### src/rtl/arm_pipe_control.sv
// -----------------------------------------------------------------------------
// arm_pipe_control
// Pipelined main decoder for a 5-stage LEGv8 core. Decodes the instruction in
// IF/ID, detects load-use hazards, applies branch flush, and carries the
// control bundle through the ID/EX, EX/MEM and MEM/WB pipeline registers.
//
// Ports:
//   clk, reset_n          clock, synchronous active-low reset
//   id_instr, id_valid    instruction held in IF/ID and its valid flag
//   ex_branch_taken       branch in EX resolved taken this cycle
//   stall                 load-use hazard: hold PC and IF/ID (combinational)
//   ifid_flush            clear IF/ID on the next edge (combinational)
//   illegal               registered one-cycle pulse for an unknown opcode
//   ex_*                  ID/EX register: ALU controls, branch flags, rd
//   mem_*                 EX/MEM register: memory controls, rd
//   wb_*                  MEM/WB register: writeback controls, rd
// -----------------------------------------------------------------------------
module arm_pipe_control #(
    parameter int OPC_W        = 11,
    parameter int REG_AW       = 5,
    parameter int ZERO_REG     = 31,
    parameter int TRAP_ILLEGAL = 1
) (
    input  logic              clk,
    input  logic              reset_n,
    input  logic [31:0]       id_instr,
    input  logic              id_valid,
    input  logic              ex_branch_taken,
    output logic              stall,
    output logic              ifid_flush,
    output logic              illegal,
    output logic [1:0]        ex_aluop,
    output logic              ex_alusrc,
    output logic              ex_isZeroBranch,
    output logic              ex_isNotZeroBranch,
    output logic              ex_isUnconBranch,
    output logic [REG_AW-1:0] ex_rd,
    output logic              mem_memRead,
    output logic              mem_memwrite,
    output logic [REG_AW-1:0] mem_rd,
    output logic              wb_regwrite,
    output logic              wb_mem2reg,
    output logic [REG_AW-1:0] wb_rd
);

    localparam logic [REG_AW-1:0] ZERO_RD = ZERO_REG[REG_AW-1:0];
    localparam logic              TRAP_EN = (TRAP_ILLEGAL != 0);

    typedef struct packed {
        logic [1:0]        aluop;
        logic              alusrc;
        logic              zero_br;
        logic              nzero_br;
        logic              uncon_br;
        logic              mem_read;
        logic              mem_write;
        logic              reg_write;
        logic              mem2reg;
        logic [REG_AW-1:0] rd;
    } ctl_t;

    // A bubble carries no side effects and targets XZR.
    function automatic ctl_t bubble_ctl();
        ctl_t c;
        c          = '0;
        c.rd       = ZERO_RD;
        return c;
    endfunction

    logic [OPC_W-1:0]  opcode_s;
    logic [REG_AW-1:0] rn_s;
    logic [REG_AW-1:0] rm_s;
    logic [REG_AW-1:0] rt_s;
    logic              unused_shamt_s;

    ctl_t dec_s;
    ctl_t idex_next_s;
    logic known_s;
    logic use_rn_s;
    logic use_rm_s;
    logic use_rt_s;
    logic hazard_s;
    logic stall_s;
    logic illegal_next_s;

    ctl_t              idex_r;
    logic              exmem_mem_read_r;
    logic              exmem_mem_write_r;
    logic              exmem_reg_write_r;
    logic              exmem_mem2reg_r;
    logic [REG_AW-1:0] exmem_rd_r;
    logic              memwb_reg_write_r;
    logic              memwb_mem2reg_r;
    logic [REG_AW-1:0] memwb_rd_r;
    logic              illegal_r;

    assign opcode_s       = id_instr[31:32-OPC_W];
    assign rn_s           = id_instr[9:5];
    assign rm_s           = id_instr[20:16];
    assign rt_s           = id_instr[4:0];
    // Shift-amount field has no role in control decode.
    assign unused_shamt_s = ^id_instr[15:10];

    // Main decode: prefix-matched branch/immediate classes first, then exact opcodes.
    always_comb begin
        dec_s    = bubble_ctl();
        known_s  = 1'b1;
        use_rn_s = 1'b0;
        use_rm_s = 1'b0;
        use_rt_s = 1'b0;
        if (opcode_s[10:5] == 6'b000101) begin
            dec_s.aluop    = 2'b01;
            dec_s.uncon_br = 1'b1;
        end else if (opcode_s[10:3] == 8'b10110100) begin
            dec_s.aluop    = 2'b01;
            dec_s.zero_br  = 1'b1;
            use_rt_s       = 1'b1;
        end else if (opcode_s[10:3] == 8'b10110101) begin
            dec_s.aluop    = 2'b01;
            dec_s.nzero_br = 1'b1;
            use_rt_s       = 1'b1;
        end else if (opcode_s[10:1] == 10'b1001000100) begin
            dec_s.reg_write = 1'b1;
            dec_s.alusrc    = 1'b1;
            dec_s.rd        = rt_s;
            use_rn_s        = 1'b1;
        end else begin
            case (opcode_s)
                11'b11111000010: begin
                    dec_s.reg_write = 1'b1;
                    dec_s.mem2reg   = 1'b1;
                    dec_s.mem_read  = 1'b1;
                    dec_s.alusrc    = 1'b1;
                    dec_s.rd        = rt_s;
                    use_rn_s        = 1'b1;
                end
                11'b11111000000: begin
                    dec_s.mem_write = 1'b1;
                    dec_s.alusrc    = 1'b1;
                    use_rn_s        = 1'b1;
                    use_rt_s        = 1'b1;
                end
                11'b10001011000,
                11'b11001011000,
                11'b10001010000,
                11'b10101010000: begin
                    dec_s.reg_write = 1'b1;
                    dec_s.aluop     = 2'b10;
                    dec_s.rd        = rt_s;
                    use_rn_s        = 1'b1;
                    use_rm_s        = 1'b1;
                end
                default: begin
                    known_s = 1'b0;
                end
            endcase
        end
    end

    // Load-use detection; a taken branch flushes ID, so it overrides the stall.
    always_comb begin
        hazard_s = 1'b0;
        if (idex_r.mem_read && (idex_r.rd != ZERO_RD)) begin
            hazard_s = (use_rn_s && (rn_s == idex_r.rd)) ||
                       (use_rm_s && (rm_s == idex_r.rd)) ||
                       (use_rt_s && (rt_s == idex_r.rd));
        end else begin
            hazard_s = 1'b0;
        end
        stall_s        = id_valid && !ex_branch_taken && hazard_s;
        illegal_next_s = TRAP_EN && id_valid && !known_s && !ex_branch_taken;
    end

    // ID/EX input: decoded bundle, or a bubble when ID must not advance.
    always_comb begin
        idex_next_s = bubble_ctl();
        if (stall_s || ex_branch_taken || !id_valid || !known_s) begin
            idex_next_s = bubble_ctl();
        end else begin
            idex_next_s = dec_s;
        end
    end

    // Pipeline registers: shift every cycle, reset to bubbles.
    always_ff @(posedge clk) begin
        if (!reset_n) begin
            idex_r            <= bubble_ctl();
            exmem_mem_read_r  <= 1'b0;
            exmem_mem_write_r <= 1'b0;
            exmem_reg_write_r <= 1'b0;
            exmem_mem2reg_r   <= 1'b0;
            exmem_rd_r        <= ZERO_RD;
            memwb_reg_write_r <= 1'b0;
            memwb_mem2reg_r   <= 1'b0;
            memwb_rd_r        <= ZERO_RD;
            illegal_r         <= 1'b0;
        end else begin
            idex_r            <= idex_next_s;
            exmem_mem_read_r  <= idex_r.mem_read;
            exmem_mem_write_r <= idex_r.mem_write;
            exmem_reg_write_r <= idex_r.reg_write;
            exmem_mem2reg_r   <= idex_r.mem2reg;
            exmem_rd_r        <= idex_r.rd;
            memwb_reg_write_r <= exmem_reg_write_r;
            memwb_mem2reg_r   <= exmem_mem2reg_r;
            memwb_rd_r        <= exmem_rd_r;
            illegal_r         <= illegal_next_s;
        end
    end

    assign stall              = stall_s;
    assign ifid_flush         = ex_branch_taken;
    assign illegal            = illegal_r;
    assign ex_aluop           = idex_r.aluop;
    assign ex_alusrc          = idex_r.alusrc;
    assign ex_isZeroBranch    = idex_r.zero_br;
    assign ex_isNotZeroBranch = idex_r.nzero_br;
    assign ex_isUnconBranch   = idex_r.uncon_br;
    assign ex_rd              = idex_r.rd;
    assign mem_memRead        = exmem_mem_read_r;
    assign mem_memwrite       = exmem_mem_write_r;
    assign mem_rd             = exmem_rd_r;
    assign wb_regwrite        = memwb_reg_write_r;
    assign wb_mem2reg         = memwb_mem2reg_r;
    assign wb_rd              = memwb_rd_r;

endmodule

### config.mk
export PLATFORM = sky130hd
export DESIGN_NAME = arm_pipe_control
export DESIGN_NICKNAME = d
export VERILOG_FILES = /design/src/rtl/arm_pipe_control.sv
export SDC_FILE = /design/constraint.sdc
export NUM_CORES = 1
export LEC_CHECK = 0
export BUFFER_PORTS_ARGS = -buffer_cell sky130_fd_sc_hd__clkbuf_2
export CAP_MARGIN = 25
export CORE_MARGIN = 1
export CORE_UTILIZATION = 45
export CTS_CLUSTER_DIAMETER = 200
export DETAILED_ROUTE_END_ITERATION = 10
export GPL_ROUTABILITY_DRIVEN = 0
export PLACE_DENSITY_LB_ADDON = 0.05
export SLEW_MARGIN = 10
export SYNTH_ARGS = -nofsm -noshare
export SYNTH_HDL_FRONTEND = slang
export SYNTH_SLANG_ARGS = --single-unit
export TNS_END_PERCENT = 1
### constraint.sdc
create_clock -name clk -period 2.32 [get_ports clk]
set_input_delay 0.116 -clock clk [delete_from_list [all_inputs] [get_ports clk]]
set_output_delay 0.116 -clock clk [all_outputs]
set_load 0.005 [all_outputs]
==> impl_metrics.tcl, run 1 <==
set metrics [dict create \
    status "finished, final reports clean" \
    yosys-top-cells-area "dfxtp_1, xnor2_1, nand2b_1" \
    synthMostInstantiatedCell "dfxtp_1" \
    cts_setup_buffers 0 \
    io_pins 64 \
    highest_layer "met4" \
    dieArea_sq_mm 0.00320 \
    finalSetupViolCount 0 \
    pwr-share-seq_pct 57.2 \
    power_switching_share_pct 22.5 \
    design_area_sq_mm 0.00167 \
    slowest_stage "dfxtp_1" \
    slew_violations 0 \
    synth_top_flop_cell "dfxtp_1" \
    routed_wl_um 2810 \
    post-route-drc-count 0 \
    rows 19 \
    cp_slowest_stage_delay_ns 0.49 \
    cts_max_level 2 \
    critPathLaunchType "flip-flop" \
    p_int_w 0.000699 \
    synth_top_cell_by_area "dfxtp_1" \
    hp-class "input pin to flip-flop" \
    die_x_um 56.6 \
    end_kind "output port" \
    clock_latency_ns 0.32 \
    die_y_um 56.6 \
    cap_violations 0 \
    relSlewSlack_pct 47.1 \
    syn_to_final_growth_pct 24.2 \
    io_buffer_count 57 \
    place_hpwl_um 2280 \
    path_clk_slew_ns 0.08 \
    wl_met1_um 1170 \
    p_sw_w 0.000203 \
    r2r.worst_path.cells 5 \
    drtPass1Iterations 4 \
    grt_max_degree 18 \
    grt_pass1_wl_um 4540 \
    dr_wl_met2_um 1430 \
    layout.nets 226 \
    finClkSkew_ns 0.00670 \
    cts-resized-gates 0 \
    placed_area_sq_mm 0.00161 \
    rsz0062_at_grt "no" \
    async_flop_share_pct 0 \
    clock_sinks 30 \
    grt_usage_pct 18.8 \
    syn-cell-area_sq_mm 0.00134 \
    holdBufCountCts 0 \
    start_util_pct 48.2 \
    syn_area_per_cell_sq_um 9.94 \
    crit_fanout 6 \
    via_per_inst 5.18 \
    antenna_cells 0 \
    hold_depth 2 \
    ys_ff_latch 30 \
    cp_num_cells 6 \
    overflow 0 \
    final_layout_size_suffix_gt1_share_pct 37.2 \
    clock_path_buffers 2 \
    fin_crit_ns 2.12 \
    path_buf_inv 1 \
    worstPathArrival_ns 2.00 \
    power.clock.fraction_pct 34.7 \
    synthCells 135 \
    peakVddDrop_uv 485 \
    cellPowerDensity_mw_per_mm2 542 \
    tritoncts "done" \
    ant_nets 0 \
    n_fill_cell 268 \
    ys_warn_count 0 \
    tns_ns 0 \
    clock.fmax_mhz 472 \
    path_cells "xnor2_1 -> nand4_2 -> a2111o_1 -> o211ai_2 -> and4b_1 -> clkbuf_2" \
    synth_edf_count 0 \
    grt_pass1_vias 1067 \
    antenna_found_initial 0 \
    numCtsBuffers 5 \
    p_leak_nw 0.714 \
    hold_violations 0 \
    core_area_sq_mm 0.00278 \
    synthTopCellsByCount "dfxtp_1, xnor2_1, nand2b_1, nand3_1, buf_4" \
    seq_area_frac_synth_pct 44.8 \
    crit_family "compound AO/OA/AOI/OAI gates" \
    root_buffer "clkbuf_4" \
    fin_crit_sh_pct 91.3 \
    wl_met3_um 170 \
    synth_top_area_share_pct 44.8 \
    drtIter0Drc 8 \
    synth_cell_types 38 \
    crit_type "flip-flop to output port" \
    wire_per_inst_um 12.7 \
    syn-num-nets 171 \
    route.vias.total 1150 \
    crit_required_ns 2.20 \
    worst_slew_pin_slew_ns 0.789 \
    p_comb_share_pct 8.2 \
]
[cells by family after synthesis]
kind of cell | synth area share, %
compound gates | 7.18
xor+xnor | 9.79
buf+inv | 5.04
flops | 44.8
mux | 0.746
simple gates | 32.5
[power groups by stage]
stage / combinational, W / clock, W / sequential, W
finish: 0.0000735 / 0.000313 / 0.000515
CTS: 0.0000742 / 0.000325 / 0.000516
floorplan: 0.0000325 / 0 / 0.000528
global route: 0.0000814 / 0.000341 / 0.000516
global placement: 0.0000720 / 0 / 0.000528
detailed placement: 0.0000741 / 0 / 0.000528
[stage by stage]
stage          hold slack [ns]  instances  utilization, %  worst slack, ns  total power [W]
2_1_floorplan            0.189        135               -            0.681         0.000560
3_3_place_gp             0.343        214            57.7            0.485         0.000600
3_5_place_dp             0.348        214            57.7            0.458         0.000602
4_1_cts                0.00866        222            59.9            0.165         0.000914
5_1_grt                 0.0217        222            59.9            0.100         0.000938
6_report                0.0197        222            59.9            0.201         0.000902
[final cells by class]
type	count	area [sq um]	area share (%)
clock buffer	7	55.1	3.31
clock inverter	1	5.00	0.301
multi-input combinational	95	673	40.4
sequential	30	601	36.1
tap	31	38.8	2.33
timing repair buffer	58	293	17.6
[sequential cells by signal (all words and copies together), names as in the netlist, 2 cells and up]
register  count
ex_aluop      2
ex_rd         5
idex_r        3
mem_rd        5
wb_rd         5
[layer usage]
layer	up-vias	track usage, %
met4	0	7.32
li1	588	-
met1	517	20.0
met5	-	0
met2	40	33.4
met3	5	6.68
[cells in the final DEF (no fill, tap or decap), drive strengths merged, types with 4 or more instances in the layout]
cell	synthesis	final
nand2b	10	10
nor4	6	6
xnor2	11	11
a21oi	7	7
nor3	4	4
clkbuf	2	64
nand3	9	9
nand2	4	4
dfxtp	30	30
and2	7	7
xor2	4	4
[path summary, 6_finish.rpt]
kind	start	endpoint	slack [ns]
worst max register to register	ex_rd[0]	ex_aluop[0]	0.45
worst min register to register	idex_r[6]	exmem_reg_write_r	0.43
worst max-delay path	ex_rd[0]	stall	0.20
worst min-delay path	id_instr[2]	ex_rd[2]	0.02
(Power assumes the default switching activity.)
==> run 2: changes to the inputs <==
- RECOVER_POWER: default -> 50
==> impl_metrics.tcl, run 2 (synthesis gave the netlist of run 1 again) <==
set metrics [dict create \
    status "finished, final reports clean" \
    peakVddDrop_uv 483 \
    layout.nets 226 \
    worstHoldStart "id_instr[2]" \
    tritoncts "done" \
    final_common_cell "clkbuf_2" \
    root_buffer "clkbuf_4" \
    layout_common_cells "clkbuf_2, dfxtp_1, xnor2_1, nand2b_1, nand3_1" \
    tns_ns 0 \
    place_hpwl_um 2280 \
    crit_type "flip-flop to output port" \
    drtPass1Iterations 4 \
    grt_usage_pct 18.8 \
    rsz0062_at_grt "no" \
    crit_fanout 6 \
    finClkSkew_ns 0.00677 \
    cap_violations 0 \
    ant_nets 0 \
    finalSetupViolCount 0 \
    antenna_cells 0 \
    numCtsBuffers 5 \
    end_kind "output port" \
    drtIter0Drc 9 \
    clock_sinks 30 \
    p_leak_nw 0.698 \
    clock.fmax_mhz 472 \
    cts_max_level 2 \
    post-route-drc-count 0 \
    via_per_inst 5.17 \
    die_y_um 56.6 \
    path_clk_slew_ns 0.08 \
    grt_max_degree 18 \
    grt_pass1_wl_um 4540 \
    cts_setup_buffers 0 \
    fin_hold_ws_ns 0.0186 \
    cellPowerDensity_mw_per_mm2 543 \
    core_area_sq_mm 0.00278 \
    p_total_w 0.000901 \
    dieArea_sq_mm 0.00320 \
    worstReg2RegStart "ex_rd[0]" \
    syn_to_final_growth_pct 23.8 \
    clock_path_buffers 2 \
    crit_required_ns 2.20 \
    hold_violations 0 \
    holdBufCountCts 0 \
    fin_crit_ns 2.12 \
    critPathLaunch "ex_rd[0]" \
    die_x_um 56.6 \
    rows 19 \
    worstPathArrival_ns 2.00 \
    cts-resized-gates 0 \
    antenna_found_initial 0 \
    final_layout_size_suffix_gt1_share_pct 35.1 \
    io_pins 64 \
    clock_latency_ns 0.32 \
    wire_per_inst_um 12.7 \
    routed_wl_um 2810 \
    overflow 0 \
    relSlewSlack_pct 48.3 \
    critPathLaunchType "flip-flop" \
    fin_crit_sh_pct 91.3 \
    worst_slew_pin_slew_ns 0.770 \
    slew_violations 0 \
    start_util_pct 48.2 \
    hp-class "input pin to flip-flop" \
    route.vias.total 1147 \
    grt_pass1_vias 1067 \
    io_buffer_count 57 \
]
==> run 2: routing by layer <==
layer	GRT usage, %	wire length, um
met5	0	0
met4	7.32	38
met3	6.68	182
met2	33.4	1430
met1	20.0	1160
==> run 2: power breakdown <==
group | internal, W | total, W | switching, W
sequential | 0.000515 | 0.000515 | 0.000000231
clock | 0.000147 | 0.000313 | 0.000166
combinational | 0.0000366 | 0.0000733 | 0.0000367
==> run 2: final cells by class <==
cell class	instances	area (sq um)
clock buffer	7	55.1
fill	269	1120
timing repair buffer	58	288
multi-input combinational	95	673
tap	31	38.8
sequential	30	601
clock inverter	1	5.00
==> run 2: path summary, 6_finish.rpt <==
check | cells past startpoint | slack [ns] | end
worst max-delay path | 6 | 0.20 | stall
worst min-delay path | 2 | 0.02 | ex_rd[2]
worst max register to register | 5 | 0.45 | ex_aluop[0]
worst min register to register | 1 | 0.44 | exmem_reg_write_r
==> run 2: critical path: stages, from the launching register on <==
cell	delay (ns)
dfxtp_1	0.49
xnor2_1	0.17
nand4_2	0.13
a2111o_1	0.47
o211ai_2	0.10
and4b_1	0.21
clkbuf_2	0.11
==> run 2: per-stage QoR <==
stage | cells | utilization (%) | worst slack [ns] | instance area, sq um
floorplan | 135 | - | 0.681 | 1340
global placement | 214 | 57.7 | 0.485 | 1610
detailed placement | 214 | 57.7 | 0.458 | 1610
CTS | 222 | 59.9 | 0.165 | 1670
global route | 222 | 59.7 | 0.100 | 1660
finish | 222 | 59.7 | 0.202 | 1660
